$ cat src/rtl/seg_scan_ctrl.sv
// Time-multiplexed scan controller for a common-anode 7-segment display:
// one shared nibble decoder, dead-time blanking, leading-zero suppression, frame-aligned loads.
module seg_scan_ctrl #(
   parameter int unsigned NUM_DIGITS   = 4,
   parameter int unsigned TICK_DIV     = 50000,
   parameter int unsigned BLANK_CYCLES = 16
) (
   input  logic                    clk,
   input  logic                    reset_n,
   input  logic                    enable,
   input  logic                    lz_en,
   input  logic                    load_valid,
   input  logic [4*NUM_DIGITS-1:0] load_value,
   output logic                    load_ready,
   output logic [3:0]              nibble,
   output logic [NUM_DIGITS-1:0]   digit_sel,
   output logic                    seg_blank,
   output logic                    frame_done
);

   localparam int unsigned DATA_W     = 4 * NUM_DIGITS;
   localparam int unsigned IDX_W      = $clog2(NUM_DIGITS);
   localparam int unsigned CNT_MAX    = (TICK_DIV > BLANK_CYCLES) ? TICK_DIV : BLANK_CYCLES;
   localparam int unsigned CNT_W      = (CNT_MAX > 1) ? $clog2(CNT_MAX) : 1;
   localparam int unsigned TICK_LAST  = TICK_DIV - 1;
   localparam int unsigned BLANK_LAST = (BLANK_CYCLES > 0) ? BLANK_CYCLES - 1 : 0;
   localparam int unsigned LAST_IDX   = NUM_DIGITS - 1;

   typedef enum logic [1:0] {
      ST_IDLE  = 2'd0,
      ST_DRIVE = 2'd1,
      ST_BLANK = 2'd2
   } state_t;

   state_t                r_state;
   logic [IDX_W-1:0]      r_idx;
   logic [CNT_W-1:0]      r_cnt;
   logic [DATA_W-1:0]     r_active;
   logic [DATA_W-1:0]     r_staging;
   logic                  r_load_ready;
   logic [3:0]            r_nibble;
   logic [NUM_DIGITS-1:0] r_digit_sel;
   logic                  r_seg_blank;
   logic                  r_frame_done;

   logic                  w_last_idx;
   logic                  w_drive_end;
   logic                  w_blank_end;
   logic                  w_frame_end;
   logic                  w_xfer;
   logic [IDX_W-1:0]      w_next_idx;
   logic [DATA_W-1:0]     w_active_nxt;
   logic [NUM_DIGITS-1:0] w_next_sel;
   logic [NUM_DIGITS-1:0] w_start_sel;
   logic [3:0]            w_next_nib;
   logic [3:0]            w_start_nib;

   // Active-low select for a digit, left dark when it is a suppressed leading zero.
   function automatic logic [NUM_DIGITS-1:0] f_drive_sel(
      input logic [IDX_W-1:0]  idx,
      input logic [DATA_W-1:0] act,
      input logic              lz
   );
      logic upper_zero;
      upper_zero = 1'b1;
      for (int k = 0; k < NUM_DIGITS; k++) begin
         if (k >= int'(idx) && 4'(act >> (4 * k)) != 4'd0) upper_zero = 1'b0;
      end
      if (lz && idx != '0 && upper_zero) return '1;
      return ~(NUM_DIGITS'(1) << idx);
   endfunction

   function automatic logic [3:0] f_nibble(
      input logic [IDX_W-1:0]  idx,
      input logic [DATA_W-1:0] act
   );
      return 4'(act >> (4 * idx));
   endfunction

   assign w_last_idx   = (r_idx == IDX_W'(LAST_IDX));
   assign w_drive_end  = (r_state == ST_DRIVE) && (r_cnt == CNT_W'(TICK_LAST));
   assign w_blank_end  = (r_state == ST_BLANK) && (r_cnt == CNT_W'(BLANK_LAST));
   assign w_frame_end  = enable && w_last_idx && ((BLANK_CYCLES == 0) ? w_drive_end : w_blank_end);
   assign w_xfer       = !r_load_ready && ((r_state == ST_IDLE) || w_frame_end);
   assign w_active_nxt = w_xfer ? r_staging : r_active;
   assign w_next_idx   = w_last_idx ? '0 : r_idx + IDX_W'(1);

   // Next slot decode uses the post-transfer value so a new frame shows the new data.
   assign w_next_sel   = f_drive_sel(w_next_idx, w_active_nxt, lz_en);
   assign w_next_nib   = f_nibble(w_next_idx, w_active_nxt);
   assign w_start_sel  = f_drive_sel('0, w_active_nxt, lz_en);
   assign w_start_nib  = f_nibble('0, w_active_nxt);

   always_ff @(posedge clk or negedge reset_n) begin
      if (!reset_n) begin
         r_state      <= ST_IDLE;
         r_idx        <= '0;
         r_cnt        <= '0;
         r_active     <= '0;
         r_staging    <= '0;
         r_load_ready <= 1'b1;
         r_nibble     <= '0;
         r_digit_sel  <= '1;
         r_seg_blank  <= 1'b1;
         r_frame_done <= 1'b0;
      end else begin
         r_frame_done <= w_frame_end;

         if (w_xfer) begin
            r_active     <= r_staging;
            r_load_ready <= 1'b1;
         end else if (load_valid && r_load_ready) begin
            r_staging    <= load_value;
            r_load_ready <= 1'b0;
         end

         case (r_state)
            ST_IDLE: begin
               if (enable) begin
                  r_state     <= ST_DRIVE;
                  r_idx       <= '0;
                  r_cnt       <= '0;
                  r_digit_sel <= w_start_sel;
                  r_seg_blank <= &w_start_sel;
                  r_nibble    <= w_start_nib;
               end else begin
                  r_digit_sel <= '1;
                  r_seg_blank <= 1'b1;
               end
            end
            ST_DRIVE: begin
               if (!enable) begin
                  r_state     <= ST_IDLE;
                  r_idx       <= '0;
                  r_cnt       <= '0;
                  r_digit_sel <= '1;
                  r_seg_blank <= 1'b1;
               end else if (w_drive_end) begin
                  r_cnt <= '0;
                  if (BLANK_CYCLES == 0) begin
                     r_idx       <= w_next_idx;
                     r_digit_sel <= w_next_sel;
                     r_seg_blank <= &w_next_sel;
                     r_nibble    <= w_next_nib;
                  end else begin
                     r_state     <= ST_BLANK;
                     r_digit_sel <= '1;
                     r_seg_blank <= 1'b1;
                  end
               end else begin
                  r_cnt <= r_cnt + CNT_W'(1);
               end
            end
            ST_BLANK: begin
               if (!enable) begin
                  r_state     <= ST_IDLE;
                  r_idx       <= '0;
                  r_cnt       <= '0;
                  r_digit_sel <= '1;
                  r_seg_blank <= 1'b1;
               end else if (w_blank_end) begin
                  r_state     <= ST_DRIVE;
                  r_idx       <= w_next_idx;
                  r_cnt       <= '0;
                  r_digit_sel <= w_next_sel;
                  r_seg_blank <= &w_next_sel;
                  r_nibble    <= w_next_nib;
               end else begin
                  r_cnt <= r_cnt + CNT_W'(1);
               end
            end
            default: begin
               r_state     <= ST_IDLE;
               r_idx       <= '0;
               r_cnt       <= '0;
               r_digit_sel <= '1;
               r_seg_blank <= 1'b1;
            end
         endcase
      end
   end

   assign load_ready = r_load_ready;
   assign nibble     = r_nibble;
   assign digit_sel  = r_digit_sel;
   assign seg_blank  = r_seg_blank;
   assign frame_done = r_frame_done;

endmodule
$ cat config.mk
export PLATFORM = sky130hd
export DESIGN_NAME = seg_scan_ctrl
export DESIGN_NICKNAME = d
export VERILOG_FILES = /design/src/rtl/seg_scan_ctrl.sv
export SDC_FILE = /design/constraint.sdc
export NUM_CORES = 1
export LEC_CHECK = 0
export BUFFER_PORTS_ARGS = -buffer_cell sky130_fd_sc_hd__buf_2
export CAP_MARGIN = 25
export CELL_PAD_IN_SITES_DETAIL_PLACEMENT = 0
export CELL_PAD_IN_SITES_GLOBAL_PLACEMENT = 1
export CORE_MARGIN = 5
export CORE_UTILIZATION = 38
export DETAILED_ROUTE_END_ITERATION = 8
export HOLD_SLACK_MARGIN = 0.06
export PLACE_DENSITY_LB_ADDON = 0.2
export SLEW_MARGIN = 5
export SYNTH_ARGS = -nofsm -noshare
export SYNTH_HDL_FRONTEND = slang
export SYNTH_SLANG_ARGS = --single-unit
$ cat constraint.sdc
create_clock -name clk -period 4.2 [get_ports clk]
set_input_delay 0 -clock clk [delete_from_list [all_inputs] [get_ports clk]]
set_output_delay 0 -clock clk [all_outputs]
set_load 0.005 [all_outputs]
Word-level counts from Yosys, hierarchy flattened
Index checks and enable logic that the tools add are counted.

cells by class
  shifts and indexed selects = 2
  $add $sub $neg = 2
  mux-type cells = 44
  order comparisons = 3
  reduce and logical (&&, ||, !) cells = 27
  bitwise gates (word level) = 2
  eq/ne operators = 11

operators by type and width
  operator                                                          count
  2-to-1 mux 16 bit                                                 6
  one-hot mux 16 bit (3 select lines)                               1
  2-to-1 mux 4 bit                                                  9
  2-to-1 mux 2 bit                                                  10
  adder 16 x 1 -> 16 bit, second input constant                     1
  == test 16 bit, second input constant                             1
  == test 16 x 4 -> 1 bit, second input constant                    1
  nonzero test 4 bit                                                4
  right shift 16 x 4 -> 4 bit                                       1
  2-to-1 mux 1 bit                                                  13
  one-hot mux 2 bit (3 select lines)                                2
  one-hot mux 4 bit (3 select lines)                                1
  logical AND 1 bit                                                 11
  != test 2 bit, second input constant                              4
  one-hot mux 4 bit (2 select lines)                                1
  AND reduction 4 bit                                               2
  != test 3 bit, second input constant                              2
  AND reduction 3 bit                                               2
  nonzero test 2 bit                                                3
  == test 2 bit, second input constant                              2
  greater-or-equal comparator 1 x 2 -> 1 bit, first input constant  2
  NOT 4 bit                                                         1
  AND reduction 2 bit                                               2
  left shift 1 x 2 -> 4 bit, first input constant                   1
  8 further kinds                                                   8

storage, ports and cells
  output and inout port bits = 11
  bits in registers = 63
  logic and storage cells = 101

Longest topological paths before layout
Gate-level depths: netlist of the first run.

  word-level depth = 19
  gate-level depth with buffers = 11
  depth with buffers taken out = 8

Worst setup path before layout of the first run
OpenSTA, ideal clock, no wires.

  path kind = flip-flop to flip-flop
  from = register r_state[0]
  to = register r_digit_sel[1], in the netlist digit_sel[1]
  clock period less this slack = 2.023 ns
  arrival time = 1.946 ns
  setup slack = 2.177 ns
  data required time = 4.123 ns
  stages on the path, launching flop included = 10
  setup time = 0.077 ns
  cells stage by stage = dfrtp_1 -> inv_1 -> ha_1 -> clkbuf_1 -> nand4b_1 -> o21ai_4 -> buf_12 -> mux2i_1 -> o31ai_2 -> a31oi_1

between the ends
  word-level cells in the longest chain between the ends = 18
  elaborated cells between the ends (all ways) = 29
  those cells by class = eq/ne (4); mux (10); reduce/logical (15)

ends and longest elaborated chain
  item                                line     source
  start, declared                     35       state_t r_state;
  start signal, assigned              96       r_state <= ST_IDLE;
  start signal, assigned              120      r_state <= ST_DRIVE;
  start signal, assigned              133      r_state <= ST_IDLE;
  == test 2 bit                       82, 117
  logical AND 1 bit                   82       assign w_blank_end = (r_state == ST_BLANK) && (r_cnt == CNT_W'(BLANK_LAST));
  logical AND 1 bit                   83       assign w_frame_end = enable && w_last_idx && ((BLANK_CYCLES == 0) ? w_drive_end : w_blank_end);
  logical OR 1 bit                    84       assign w_xfer = !r_load_ready && ((r_state == ST_IDLE) || w_frame_end);
  logical AND 1 bit                   84
  2-to-1 mux 16 bit                   -
  nonzero test 4 bit                  -
  logical AND 1 bit                   67       if (k >= int'(idx) && 4'(act >> (4 * k)) != 4'd0) upper_zero = 1'b0;
  2-to-1 mux 1 bit (4 in series)      67
  logical AND 1 bit                   69       if (lz && idx != '0 && upper_zero) return '1;
  2-to-1 mux 1 bit                    69
  2-to-1 mux 4 bit                    70       return ~(NUM_DIGITS'(1) << idx);
  2-to-1 mux 4 bit                    161      end else if (w_blank_end) begin
  2-to-1 mux 4 bit                    155      if (!enable) begin
  one-hot mux 4 bit (3 select lines)  117      case (r_state)
  end signal, assigned                123      r_digit_sel <= w_start_sel;
  end signal, assigned                142      r_digit_sel <= w_next_sel;
  end signal, assigned                165      r_digit_sel <= w_next_sel;
  end, declared                       42       logic [NUM_DIGITS-1:0] r_digit_sel;

Parallel ways exist; a longest one is shown, timed or not. The select of a mux whose other input is x is not followed.
A chain may end at the register's enable or synchronous reset.

Worst setup path after layout of the first run
  from = register r_cnt[11]
  to = register r_digit_sel[1], in the netlist digit_sel[1]

between the ends
  word-level cells in the longest chain between the ends = 18
  elaborated cells between the ends (all ways) = 28
  those cells by class = eq/ne (4); mux (10); reduce/logical (14)

ends and longest elaborated chain
  item                                line  source
  start, declared                     37    logic [CNT_W-1:0] r_cnt;
  start signal, assigned              151   r_cnt <= r_cnt + CNT_W'(1);
  start signal, assigned              169   r_cnt <= r_cnt + CNT_W'(1);
  == test 16 x 4 -> 1 bit             82
  logical AND 1 bit                   82
  logical AND 1 bit                   83
  logical OR 1 bit                    84
  logical AND 1 bit                   84
  2-to-1 mux 16 bit                   -
  nonzero test 4 bit                  -
  logical AND 1 bit                   67
  2-to-1 mux 1 bit (4 in series)      67
  logical AND 1 bit                   69
  2-to-1 mux 1 bit                    69
  2-to-1 mux 4 bit                    70
  2-to-1 mux 4 bit                    161
  2-to-1 mux 4 bit                    155
  one-hot mux 4 bit (3 select lines)  117

Parallel ways exist; a longest one is shown, timed or not. The select of a mux whose other input is x is not followed.

==> summary.md, run 1 <==
| Metric | Value |
|---|---|
| Vias in the first global route | `approximately 2,300` |
| Number of synthesized flops with an enable pin | `0` |
| GR Util All Layers | `0.142` |
| Row cnt | `33` |
| Pins Over Slew Limit | `0` |
| CTS clk-pin slew, worst paths | `0.08 ns` |
| Final ANT Viol Nets | `0` |
| Layout cell share with drive strength beyond 1 | `0.304` |
| Sw Ratio | `0.339` |
| Total global routing overflow | `0` |
| CP endpoint kind | `register` |
| XOR/XNOR Fraction of Synth Area | `0.0295` |
| Die ar. | `10,600 µm²` |
| Post-DP HPWL | `4750 µm` |
| Internal | `between 1500 and 2000 µW` |
| Slew Limit Headroom | `0.438` |
| H-tree level count | `3` |
| Prevailing post-synth register cell | `dfrtp_1` |
| Initial DRC count | `39` |
| Max-Cap Viols | `0` |
| Fmax achieved | `between 0.3 and 0.4 GHz` |
| CP max FO | `23` |
| Final Hold Slack | `between 0.2 and 0.3 ns` |
| Logic pwr share | `0.337` |
| TritonCTS clock tree | `built` |
| Net Count, Synth | `a little over 300` |
| Chip width | `roughly 100 µm` |
| Skew final | `0.00743 ns` |
| Largest family of logic cells by synthesized area | `simple AND/OR/NAND/NOR gates` |
| Mean area per synthesized cell | `11.8 µm²` |
| Leakage power | `0.00170 µW` |
| Die H | `approximately 100 µm` |
| Crit path kind | `register to register` |
| Setup TNS | `0 ns` |
| Slew at the pin closest to its max-slew limit | `0.841 ns` |
| Hold path startpoint | `lz_en` |
| P&R area growth vs syn | `18.8%` |
| Yosys top cell by area | `dfrtp_1` |
| TritonCTS Buffers | `9` |
| Worst r2r src | `r_cnt[11]` |
| Synth area leaders | `dfrtp_1, mux2_2, dfstp_2` |
| Top-count cell post-synth | `dfrtp_1` |
| Largest net degree at the start of global routing | `64` |
| Startpoint Class | `register` |
| Sequential Power Share | `0.415` |
| Final nets | `361` |
| Dpl cell area | `about 3500 µm²` |
| Total core area | `around 8300 µm²` |
| Fin crit period | `roughly 2.6 ns` |
| CTS sink cnt | `63` |
| Cell chain of the critical path | `nor4_4 > nand4_4 > o21ai_4 > mux2i_1 > o31ai_2 > a31oi_1` |
| Port bufs | `31` |
| CP arrival | `between 2 and 3 ns` |
| Total number of vias | `2,279` |
| # setup viols final | `0` |
| Status | `completed` |
| Setup slack, reg-to-reg | `1.64 ns` |
| Area share of the largest cell type after synthesis | `0.436` |
| GPL Wtd Cong | `between 0.7 and 0.8` |
| First-pass detailed-route iteration total | `4` |
| Number of synthesized register bits | `63` |
| Starting Density | `0.394` |
| Post-Synthesis Cell Area | `3270 µm²` |
| Seq/Total Area, Yosys | `0.484` |
| IO Pins | `32` |
| Worst hold stages | `6` |
| Drt wl/cell | `around 16 µm` |
| Final worst-path cycle share | `0.611` |
| Netlist cell types | `56` |
| Max clock buf depth | `2` |
| Post-synth top cells | `dfrtp_1, mux2_2, nor2_1` |
| Post-synthesis compound-gate area fraction | `0.0861` |
| NetSw | `811 µW` |
| Synth Area in Simple Gates | `0.170` |
| Post-Synth Adder-Cell Area | `0.0383` |
| RSZ-0062 raised after global routing | `no` |
| Async SR Flop Fraction | `1.00` |
| Global-route wire length before repair | `11,500 µm` |
| Critical Path Max Stage Delay | `0.72 ns` |
| Crit path required time | `4.47 ns` |
| Endpoints failing hold | `0` |
| Drt drc | `0` |
| Via/cell ratio | `roughly 5.2` |
| R2r endpoint | `digit_sel[1]` |
| Worst Hold End | `digit_sel[2]` |
| PD cells | `615 nW/µm²` |
| CP max-delay cell | `o21ai_4` |
| Mapped Cells | `277` |
| Post-synthesis mux area share | `0.160` |
| Initial antenna violation count | `0` |
| Drt total wl | `6930 µm` |
| Yosys warns | `0` |
| Worst Hold Class | `input port to register` |
| Max rail drop VDD | `264 µV` |
| Clock Power Share | `0.247` |
| Finished Cell Area | `a little under 4000 µm²` |
| N_diodes | `0` |
| Clk Latency, worst-skew pair | `between 0.3 and 0.4 ns` |
| Root Driver | `clkbuf_8` |
| Worst reg-to-reg path cell count | `6` |
| Setup crit start | `r_cnt[11]` |
## layer usage
metal  vias to the layer above  wire length (µm)  global-route usage  share of wire
met1                      1120              3380               0.192           0.49
met4                         0                85              0.0418          0.012
met3                         9               265              0.0406          0.038
li1                       1109                 -                   -              -
met2                        41              3200               0.223           0.46
met5                         -                 0                   0              0
## through the flow
stage / worst slack (ns) / total power [µW] / std cells / utilization
2_1_floorplan: 2.18 / 1620 / 277 / -
3_3_place_gp: 1.69 / 1800 / 406 / 0.420
3_5_place_dp: 1.64 / 1810 / 406 / 0.420
4_1_cts: 1.61 / 2420 / 440 / 0.468
5_1_grt: 1.45 / 2560 / 440 / 0.468
6_report: 1.64 / 2390 / 440 / 0.468
## worst max-delay path: cells and delay by family (launching register included)
kind	cells	cell delay [ns]
muxes	1	0.41
DFF	1	0.45
and+or+nand+nor	2	0.58
AOI/OAI and AO/OA	3	1.05
## flip-flops by register name (all words and copies together) (netlist names), 2 cells and up
name	flops
r_active	16
r_cnt	16
r_staging	16
digit_sel	4
nibble	4
r_idx	2
r_state	2
## repair_timing
item,4_1_cts,5_1_grt
hold buffers,18,0
hold endpoints to repair,75,0
resized for setup,0,0
buffers inserted,0,0
## cells by family after synthesis
family / Yosys count
adders and majority gates: 10
buffers and inverters: 15
DFF: 63
xor gates and xnor gates: 11
and+or+nand+nor: 94
muxes: 47
AOI/OAI and AO/OA: 37
## power groups by stage
stage	sequential, µW	combinational (µW)	clock (µW)
4_1_cts	994	821	607
3_5_place_dp	1000	802	0
2_1_floorplan	949	676	0
6_report	993	806	591
3_3_place_gp	1000	796	0
5_1_grt	1020	900	636
## cell usage in the layout (no fill, tap or decap), types with 3 or more instances in the layout
cell	n
dfrtp_1	57
buf_2	31
mux2_2	29
nor2_1	26
nand2_1	19
dlygate4sd3_1	18
mux2i_1	15
ha_1	10
clkbuf_8	9
nand3_1	8
inv_1	7
o21ai_0	7
a31oi_1	7
xor2_1	7
o22ai_1	7
dfstp_2	6
nor4_1	5
nand4_1	4
xnor2_1	4
nand2b_1	3
mux2_4	3
and4_1	3
nor2b_1	3
clkinvlp_4	3
## worst max path at each step
stage / endpoint / cells past startpoint / slack (ns)
finish: digit_sel[1] / 6 / 1.64
global route: digit_sel[2] / 6 / 1.45
CTS: seg_blank / 6 / 1.61
detailed placement: digit_sel[1] / 6 / 1.64
global placement: nibble[0] / 6 / 1.69
floorplan: digit_sel[1] / 9 / 2.18
## area by class of cell
| type | instances | area [µm²] |
|---|---|---|
| Fill cell | 784 | 4410 |
| Multi-Input combinational cell | 199 | 1580 |
| Clock inverter | 7 | 96.3 |
| Tap cell | 105 | 131 |
| Clock buffer | 9 | 124 |
| Inverter | 7 | 26.3 |
| Sequential cell | 63 | 1580 |
| Timing Repair Buffer | 50 | 343 |
No activity file was read; power rests on OpenSTA's default activity.
==> run 2: changes to the inputs <==
==> constraint.sdc (replaced) <==
create_clock -name clk -period 2.4 [get_ports clk]
set_input_delay 0 -clock clk [delete_from_list [all_inputs] [get_ports clk]]
set_output_delay 0 -clock clk [all_outputs]
set_load 0.005 [all_outputs]
==> run 2 against run 1 <==
  * Non-clock buffer count up 13
  * Via count up 2.5%
  * Maximum frequency up 17%
  * Total power up 72%
  * Clock skew up 0.0023 ns
  * Global-route usage down 0.10 points
  * Combinational power up 84%
  * First-iteration DRC count up 95%
  * Sequential share of layout area down 0.68 points
  * Clock power up 53%
  * Critical endpoint is now nibble[1]
==> summary.md, run 2 (synthesized netlist as in run 1, its figures left out) <==
| Metric | Value |
|---|---|
| Starting Density | `0.394` |
| Final-layout fill cell count | `764` |
| Logic pwr share | `0.359` |
| Worst r2r src | `r_cnt[11]` |
| Worst Hold Class | `input port to async pin` |
| Setup crit start | `r_cnt[11]` |
| Dpl cell area | `3580 µm²` |
| Max rail drop VDD | `442 µV` |
| Clock Power Share | `0.219` |
| Layout cell share with drive strength beyond 1 | `0.328` |
| Non-filler instance count after layout | `453` |
| GR Util All Layers | `0.141` |
| Placed cell count | `419` |
| Endpoints failing hold | `0` |
| Crit path kind | `register to register` |
| Drt total wl | `6830 µm` |
| First-pass detailed-route iteration total | `4` |
| Largest net degree at the start of global routing | `25` |
| Chip width | `103 µm` |
| Crit path required time | `2.66 ns` |
| Layout Utilization | `0.476` |
| Worst reg-to-reg path cell count | `7` |
| Drt drc | `0` |
| Initial DRC count | `76` |
| GPL Wtd Cong | `0.833` |
| CTS clk-pin slew, worst paths | `0.07 ns` |
| Skew final | `approximately 0.0097 ns` |
| CP max FO | `8` |
| Status | `completed` |
| Initial antenna violation count | `0` |
| H-tree level count | `3` |
| Die ar. | `roughly 11,000 µm²` |
| Global-route wire length before repair | `11,500 µm` |
| Commonest non-fill, non-tap cells in the layout | `dfrtp_1, buf_2, mux2_2` |
| Fmax achieved | `0.458 GHz` |
| IO Pins | `32` |
| Total number of vias | `2,336` |
| Fin crit period | `approximately 2.2 ns` |
| Sequential Power Share | `0.422` |
| Setup slack, reg-to-reg | `0.22 ns` |
| Die H | `between 100 and 150 µm` |
| Internal | `between 2000 and 3000 µW` |
| Total global routing overflow | `0` |
| # setup viols final | `0` |
| TritonCTS clock tree | `built` |
| Clk Latency, worst-skew pair | `0.34 ns` |
| Largest registers | `r_active: 16 flops, r_cnt: 16 flops, r_staging: 16 flops` |
| P&R area growth vs syn | `20.8%` |
| NetSw | `1400 µW` |
| Row cnt | `33` |
| CP arrival | `2.45 ns` |
| Max-Cap Viols | `0` |
| Slew Limit Headroom | `0.507` |
| Drt wl/cell | `15.1 µm` |
| Most common cell after layout, fill and taps aside | `dfrtp_1` |
| Post-DP HPWL | `approximately 5000 µm` |
| Vias in the first global route | `2,359` |
| Finished Cell Area | `slightly below 4000 µm²` |
| PD cells | `1040 nW/µm²` |
| Crit path to | `nibble[1]` |
| Startpoint Class | `register` |
| Slew at the pin closest to its max-slew limit | `0.737 ns` |
| N_diodes | `0` |
| R2r endpoint | `nibble[1]` |
| Leakage power | `approximately 0.0018 µW` |
| RSZ-0062 raised after global routing | `no` |
| Port bufs | `31` |
| Setup TNS | `0 ns` |
| Total core area | `roughly 8300 µm²` |
| CTS sink cnt | `63` |
| Final ANT Viol Nets | `0` |
| Post-CTS setup buffer count | `0` |
| CP endpoint kind | `register` |
| TritonCTS Buffers | `9` |
| Root Driver | `clkbuf_8` |
| Sw Ratio | `0.340` |
| Via/cell ratio | `5.16` |
| Max clock buf depth | `2` |
| Final worst-path cycle share | `0.910` |
| Final nets | `374` |
| Pins Over Slew Limit | `0` |
==> run 2: cell count changes in the layout (fill, tap and decap cells not counted) <==
| cell | change |
|---|---|
| buf_4 | +13 |
| clkinv_2 | +2 |
| clkinvlp_4 | -2 |
| bufinv_16 | -1 |
| clkbuf_1 | +1 |
| clkinv_4 | +1 |
| inv_6 | -1 |
==> run 2: cell type report <==
type / count / area (µm²) / share of cell area
Clock inverter: 6 / 61.3 / 0.0155
Clock buffer: 10 / 128 / 0.0323
Inverter: 7 / 26.3 / 0.00665
Timing Repair Buffer: 63 / 440 / 0.111
Tap cell: 105 / 131 / 0.0332
Sequential cell: 63 / 1580 / 0.401
Multi-Input combinational cell: 199 / 1580 / 0.400
==> run 2: power by group through the flow <==
| stage | Clock [µW] | Combinational (µW) | Sequential, µW |
|---|---|---|---|
| 2_1_floorplan | 0 | 1180 | 1660 |
| 3_3_place_gp | 0 | 1450 | 1760 |
| 3_5_place_dp | 0 | 1480 | 1760 |
| 4_1_cts | 931 | 1500 | 1740 |
| 5_1_grt | 967 | 1640 | 1780 |
| 6_report | 902 | 1480 | 1740 |
==> run 2: metal layers <==
| metal | track usage | share of wire |
|---|---|---|
| met1 | 0.198 | 0.50 |
| met2 | 0.208 | 0.45 |
| met3 | 0.0284 | 0.033 |
| met4 | 0.0697 | 0.022 |
| met5 | 0 | 0 |
==> run 2: how the worst min path moves through the flow <==
stage / start / to / slack, ns / cells after the start
3_5_place_dp: reset_n / r_state[0] / -0.03 / 1
3_3_place_gp: reset_n / r_state[0] / -0.04 / 1
5_1_grt: reset_n / r_cnt[13] / 0.17 / 2
4_1_cts: reset_n / r_cnt[2] / 0.13 / 2
6_report: reset_n / r_cnt[2] / 0.12 / 2
2_1_floorplan: reset_n / frame_done / -0.30 / 0
==> run 2: through the flow <==
step	hold WS, ns	setup slack (ns)	power [µW]
2_1_floorplan	-0.296	0.377	2840
3_3_place_gp	-0.0447	0.261	3210
3_5_place_dp	-0.0256	0.245	3240
4_1_cts	0.129	0.227	4170
5_1_grt	0.170	0.0610	4380
6_report	0.122	0.216	4120
==> run 2: worst max-delay path, cell delays in order (launching register included) <==
cell and delay [ns]:
dfrtp_1 0.45, nor4_4 0.37, nand4_4 0.21, o21ai_4 0.33, buf_4 0.23, mux2i_1 0.28
o22ai_1 0.13, nor2_1 0.10
==> run 2: timing repair <==
item / 4_1_cts / 5_1_grt
gates resized for setup: 0 / 0
hold buffers: 18 / 0
endpoints found under the hold margin: 55 / 0
